File: src/rtl/draw_pkg.sv
// Shared types and constants for the glyph-string draw path.
// Screen geometry, glyph codes and the sequencer state encoding.
package draw_pkg;

    localparam int X_W        = 9;
    localparam int Y_W        = 8;
    localparam int TYPE_W     = 5;
    localparam int MAX_GLYPHS = 16;

    localparam logic [TYPE_W-1:0] G_BLANK = 5'd0;
    localparam logic [TYPE_W-1:0] G_B     = 5'd16;
    localparam logic [TYPE_W-1:0] G_E     = 5'd17;
    localparam logic [TYPE_W-1:0] G_G     = 5'd19;
    localparam logic [TYPE_W-1:0] G_I     = 5'd20;
    localparam logic [TYPE_W-1:0] G_N     = 5'd22;
    localparam logic [TYPE_W-1:0] G_O     = 5'd23;
    localparam logic [TYPE_W-1:0] G_R     = 5'd25;
    localparam logic [TYPE_W-1:0] G_T     = 5'd26;

    typedef enum logic [2:0] {
        ST_IDLE,
        ST_FETCH,
        ST_LOAD,
        ST_DRAW,
        ST_DONE,
        ST_RELEASE
    } state_t;

endpackage

File: src/rtl/draw_text_sequencer.sv
// Walks a glyph table and issues one draw request per non-blank glyph.
// Applies a screen offset, supports run-time length and abort.
module draw_text_sequencer
    import draw_pkg::*;
#(
    parameter int                MAX_GLYPHS = draw_pkg::MAX_GLYPHS,
    parameter logic [TYPE_W-1:0] BLANK_TYPE = G_BLANK,
    parameter int                IDX_W      = $clog2(MAX_GLYPHS),
    parameter int                CNT_W      = $clog2(MAX_GLYPHS + 1)
) (
    input  logic              clk,
    input  logic              reset,
    input  logic              start,
    input  logic              abort,
    input  logic [CNT_W-1:0]  num_glyphs,
    input  logic [X_W-1:0]    x_off,
    input  logic [Y_W-1:0]    y_off,
    output logic [IDX_W-1:0]  tbl_idx,
    input  logic [TYPE_W-1:0] tbl_type,
    input  logic [X_W-1:0]    tbl_x,
    input  logic [Y_W-1:0]    tbl_y,
    input  logic              draw_object_done,
    output logic              start_draw,
    output logic [TYPE_W-1:0] obj_type,
    output logic [X_W-1:0]    x_out,
    output logic [Y_W-1:0]    y_out,
    output logic              busy,
    output logic              done,
    output logic [CNT_W-1:0]  glyph_count
);

    localparam logic [CNT_W-1:0] MAX_CNT = CNT_W'(MAX_GLYPHS);
    localparam logic [CNT_W-1:0] ONE     = CNT_W'(1);

    state_t            state_q;
    state_t            state_d;
    logic [CNT_W-1:0]  idx_q;
    logic [CNT_W-1:0]  len_q;
    logic [CNT_W-1:0]  cnt_q;
    logic [X_W-1:0]    xoff_q;
    logic [Y_W-1:0]    yoff_q;
    logic [TYPE_W-1:0] type_q;
    logic [X_W-1:0]    x_q;
    logic [Y_W-1:0]    y_q;

    logic accept;
    logic last;
    logic blank;
    logic [CNT_W-1:0] len_clamped;

    assign accept      = (state_q == ST_IDLE) && start && !abort;
    assign last        = ((idx_q + ONE) == len_q);
    assign blank       = (tbl_type == BLANK_TYPE);
    assign len_clamped = (num_glyphs > MAX_CNT) ? MAX_CNT : num_glyphs;

    // State register
    always_ff @(posedge clk) begin
        if (reset)
            state_q <= ST_IDLE;
        else
            state_q <= state_d;
    end

    // Next-state logic; abort wins over a same-cycle draw completion
    always_comb begin
        state_d = state_q;
        unique case (state_q)
            ST_IDLE: begin
                if (accept)
                    state_d = (num_glyphs == '0) ? ST_DONE : ST_FETCH;
            end
            ST_FETCH: begin
                state_d = abort ? ST_RELEASE : ST_LOAD;
            end
            ST_LOAD: begin
                if (abort)
                    state_d = ST_RELEASE;
                else if (blank)
                    state_d = last ? ST_DONE : ST_FETCH;
                else
                    state_d = ST_DRAW;
            end
            ST_DRAW: begin
                if (abort)
                    state_d = ST_RELEASE;
                else if (draw_object_done)
                    state_d = last ? ST_DONE : ST_FETCH;
            end
            ST_DONE: begin
                if (!start)
                    state_d = ST_IDLE;
            end
            ST_RELEASE: begin
                if (!start)
                    state_d = ST_IDLE;
            end
            default: state_d = ST_IDLE;
        endcase
    end

    // Datapath: run parameters, glyph index, registered glyph, draw count
    always_ff @(posedge clk) begin
        if (reset) begin
            idx_q  <= '0;
            len_q  <= '0;
            cnt_q  <= '0;
            xoff_q <= '0;
            yoff_q <= '0;
            type_q <= '0;
            x_q    <= '0;
            y_q    <= '0;
        end else begin
            unique case (state_q)
                ST_IDLE: begin
                    if (accept) begin
                        len_q  <= len_clamped;
                        xoff_q <= x_off;
                        yoff_q <= y_off;
                        idx_q  <= '0;
                        cnt_q  <= '0;
                    end
                end
                ST_LOAD: begin
                    if (!abort) begin
                        type_q <= tbl_type;
                        x_q    <= tbl_x + xoff_q;
                        y_q    <= tbl_y + yoff_q;
                        if (blank)
                            idx_q <= idx_q + ONE;
                    end
                end
                ST_DRAW: begin
                    if (!abort && draw_object_done) begin
                        cnt_q <= cnt_q + ONE;
                        idx_q <= idx_q + ONE;
                    end
                end
                default: ;
            endcase
        end
    end

    // Outputs; glyph fields are gated so they read 0 outside DRAW
    always_comb begin
        tbl_idx     = idx_q[IDX_W-1:0];
        start_draw  = (state_q == ST_DRAW);
        obj_type    = start_draw ? type_q : '0;
        x_out       = start_draw ? x_q : '0;
        y_out       = start_draw ? y_q : '0;
        busy        = (state_q == ST_FETCH) || (state_q == ST_LOAD) ||
                      (state_q == ST_DRAW);
        done        = (state_q == ST_DONE);
        glyph_count = cnt_q;
    end

endmodule

File: config.mk
export PLATFORM = sky130hd
export DESIGN_NAME = draw_text_sequencer
export DESIGN_NICKNAME = d
export VERILOG_FILES = /design/src/rtl/draw_pkg.sv /design/src/rtl/draw_text_sequencer.sv
export SDC_FILE = /design/constraint.sdc
export NUM_CORES = 1
export LEC_CHECK = 0
export BUFFER_PORTS_ARGS = -buffer_cell sky130_fd_sc_hd__buf_2
export CORE_UTILIZATION = 25
export CTS_CLUSTER_DIAMETER = 30
export DETAILED_ROUTE_END_ITERATION = 10
export GPL_TIMING_DRIVEN = 0
export SLEW_MARGIN = 25
export SYNTH_ARGS = -nofsm -noshare
export SYNTH_HDL_FRONTEND = slang
export SYNTH_SLANG_ARGS = --single-unit
File: constraint.sdc
create_clock -name clk -period 5 [get_ports clk]
set_input_delay 1 -clock clk [delete_from_list [all_inputs] [get_ports clk]]
set_output_delay 1 -clock clk [all_outputs]
set_load 0.005 [all_outputs]
==> reports/metrics.yaml <==
drtPass1Iterations: 4
critPathTopFamily: "buffers and inverters"
clockBufferDepth: 2
dp_hpwl_um: 7500
min_period_ps: 3130
ff2ff_setup_slack_ps: 2950
cts_buffers: 9
drt_iter0_markers: 153
rr_startpoint: "xoff_q[0]$_SDFFE_PP0P_"
cts_tree: "built"
grt-ovfl-total: 0
rsz0062_at_grt: "false"
cts.sink_count: 57
ir_worst_vdd_mv: 0.133
arrival_ps: 2130
hp-class: "register to register"
post_cts_buffers: 0
antenna_found_initial: 0
io_pins: 83
initial_core_util_pct: 25.7
area_growth_pct: 27.4
die_height_um: 116
criticalPathCategory: "register to output port"
crit_top_cell: "buf_2"
tns_ps: 0
globalRouteTotalUtil_pct: 15.1
die_area_um2: 13400
crit_fanout: 10
ys_seq_area_share_pct: 35.2
slew_viol_final: 0
yosys_warnings: 0
pwr_density_cell_nw_per_um2: 307
tightest_slew_ps: 621
gp_congestion: 0.864
syn_area_um2: 3240
fin_nets: 575
path_clk_slew_ps: 50
finalSetupViolations: 0
critical_path_required_ps: 4000
syn_avg_cell_area_um2: 7.84
fmax_ghz: 0.320
rows: 41
wl_per_cell_um: 14.0
grt_pass1_vias: 3157
syn-num-nets: 482
postCtsHoldBufs: 0
maxCapViolations: 0
antenna_left: 0
relSlewSlack_pct: 58.6
cp-end-kind: "output port"
ys_types: 50
hold_path_depth: 2
clockRootBuffer: "clkbuf_16"
vias_per_cell: 4.78
rr_endpoint: "x_q[8]$_SDFFE_PP0P_"
core_um2: 12600
insertion_delay_ps: 320
path_buf_inv: 3
wl_um: 9590
start_kind: "register"
r2r_cells: 8
drc: 0
hp-start: "x_q[3]$_SDFFE_PP0P_"
layout_common_cells: "86 x buf_2, 73 x nand2_1, 57 x dfxtp_1"
cp_slowest_cell: "nor2b_1"
syn_inst: 414
worst_clock_skew_ps: 6.56
portBuffers: 82
holdPathEnd: "x_q[3]$_SDFFE_PP0P_"
synthFlopType: "dfxtp_1"
max_stage_delay_ps: 470
post_cts_resized: 0
min_period_over_period_pct: 62.6
grt_first_pass_wirelength_um: 15400
die_w_um: 116
diodes: 0
synth_edf_count: 0
cp_cell_sequence: "buf_2 -> nor2b_1 -> clkbuf_1 -> and3_1 -> buf_2"
final_cells: 683
hold_viol_final: 0
grt_start_max_net_pins: 11
dp.cells: 668
via_count: 3265
status: "complete, no violations"
htree_levels: 3
p_leak_nw: 1.81
yosys_register_bits: 57
drive_gt1_share_pct: 21.1
layout_commonest_cell: "buf_2"
async_flop_share_pct: 0
## power by group
group | total (W) | switching, W | internal, W | leakage [nW]
combinational | 0.000231 | 0.000144 | 0.0000869 | 1.22
sequential | 0.000489 | 0.0000133 | 0.000475 | 0.462
clock | 0.000550 | 0.000206 | 0.000344 | 0.128
total | 0.00127 | 0.000363 | 0.000906 | 1.81
## per-stage QoR
stage / utilization (%) / total power (W) / cell area [um^2] / hold WS, ps / setup slack [ps]
after floorplan: - / 0.000646 / 3240 / 427 / 2460
after CTS: 32.8 / 0.00129 / 4130 / 449 / 1880
after global placement: 30.7 / 0.000723 / 3870 / 434 / 2230
after detailed placement: 30.7 / 0.000729 / 3870 / 445 / 2200
after global routing: 32.8 / 0.00134 / 4130 / 472 / 1720
final: 32.8 / 0.00127 / 4130 / 445 / 1870
## synth_stat cells, drive strengths merged, types with 2 or more instances
cell | number | share of area (%)
nand2 | 73 | 8.4
dfxtp | 57 | 35
a21oi | 50 | 7.7
and3 | 25 | 4.8
nor2 | 23 | 2.7
clkbuf | 19 | 2.2
ha | 17 | 6.6
o21ai | 16 | 2.5
buf | 11 | 2.0
nand3b | 11 | 2.5
a211oi | 10 | 2.3
inv | 10 | 1.2
nor3 | 9 | 1.7
xnor2 | 9 | 2.4
xor2 | 9 | 2.4
nand3 | 8 | 1.2
nor2b | 6 | 1.2
or4 | 5 | 1.2
nand4 | 4 | 0.77
a21o | 3 | 0.69
o211ai | 3 | 0.69
o21a | 3 | 0.69
a31oi | 2 | 0.39
and2 | 2 | 0.39
fa | 2 | 1.2
mux2i | 2 | 0.62
nand4b | 2 | 0.54
nor3b | 2 | 0.46
nor4 | 2 | 0.39
o2111ai | 2 | 0.54
or2 | 2 | 0.39
or3 | 2 | 0.39
## per-layer routing
layer	vias up	part of all wire, %	GRT usage, %
met2	104	46	25.2
met1	1497	45	19.3
met4	0	1.5	5.04
met5	-	0	0
met3	13	6.6	3.03
li1	1651	-	-
## final cells by class
class | count | area, um^2
Fill cell | 1388 | 8490
Multi-Input combinational cell | 317 | 1930
Sequential cell | 57 | 1140
Timing Repair Buffer | 82 | 410
Clock buffer | 12 | 246
Tap cell | 172 | 215
Buffer | 30 | 136
Inverter | 10 | 37.5
Clock inverter | 3 | 17.5
## flip-flops by register name, indices dropped and copies added (netlist names)
name,flops
x_q,9
glyph_count,5
type_q,5
state_q,3
yoff_q,8
y_q,8
len_q,5
idx_q,5
xoff_q,9
## worst min-delay path, delay by kind of cell, from the launching register on
family	cells	cell delay, ps
DFF	1	300
and+or+nand+nor	1	50
AOI/OAI and AO/OA	1	50
## worst max path at each step
stage	start	end	slack, ps	cells past startpoint
after floorplan	tbl_x[0]	x_q[8]$_SDFFE_PP0P_	2460	8
after global placement	tbl_x[0]	x_q[8]$_SDFFE_PP0P_	2230	9
after detailed placement	tbl_x[0]	x_q[8]$_SDFFE_PP0P_	2200	9
after CTS	state_q[1]$_SDFFE_PP0P_	x_out[5]	1880	5
after global routing	state_q[1]$_SDFFE_PP0P_	x_out[5]	1720	5
final	state_q[1]$_SDFFE_PP0P_	x_out[4]	1870	5
## kinds of logic (layout without fill, tap and decap cells)
family | count (synthesis) | count (layout) | share of synthesized area, %
adders and majority gates | 19 | 19 | 7.79
AOI/OAI and AO/OA | 100 | 100 | 18.5
and+or+nand+nor | 178 | 178 | 27.7
xor gates and xnor gates | 18 | 18 | 4.86
DFF | 57 | 57 | 35.2
buffers and inverters | 40 | 137 | 5.36
muxes | 2 | 2 | 0.617
(Power assumes the default switching activity.)
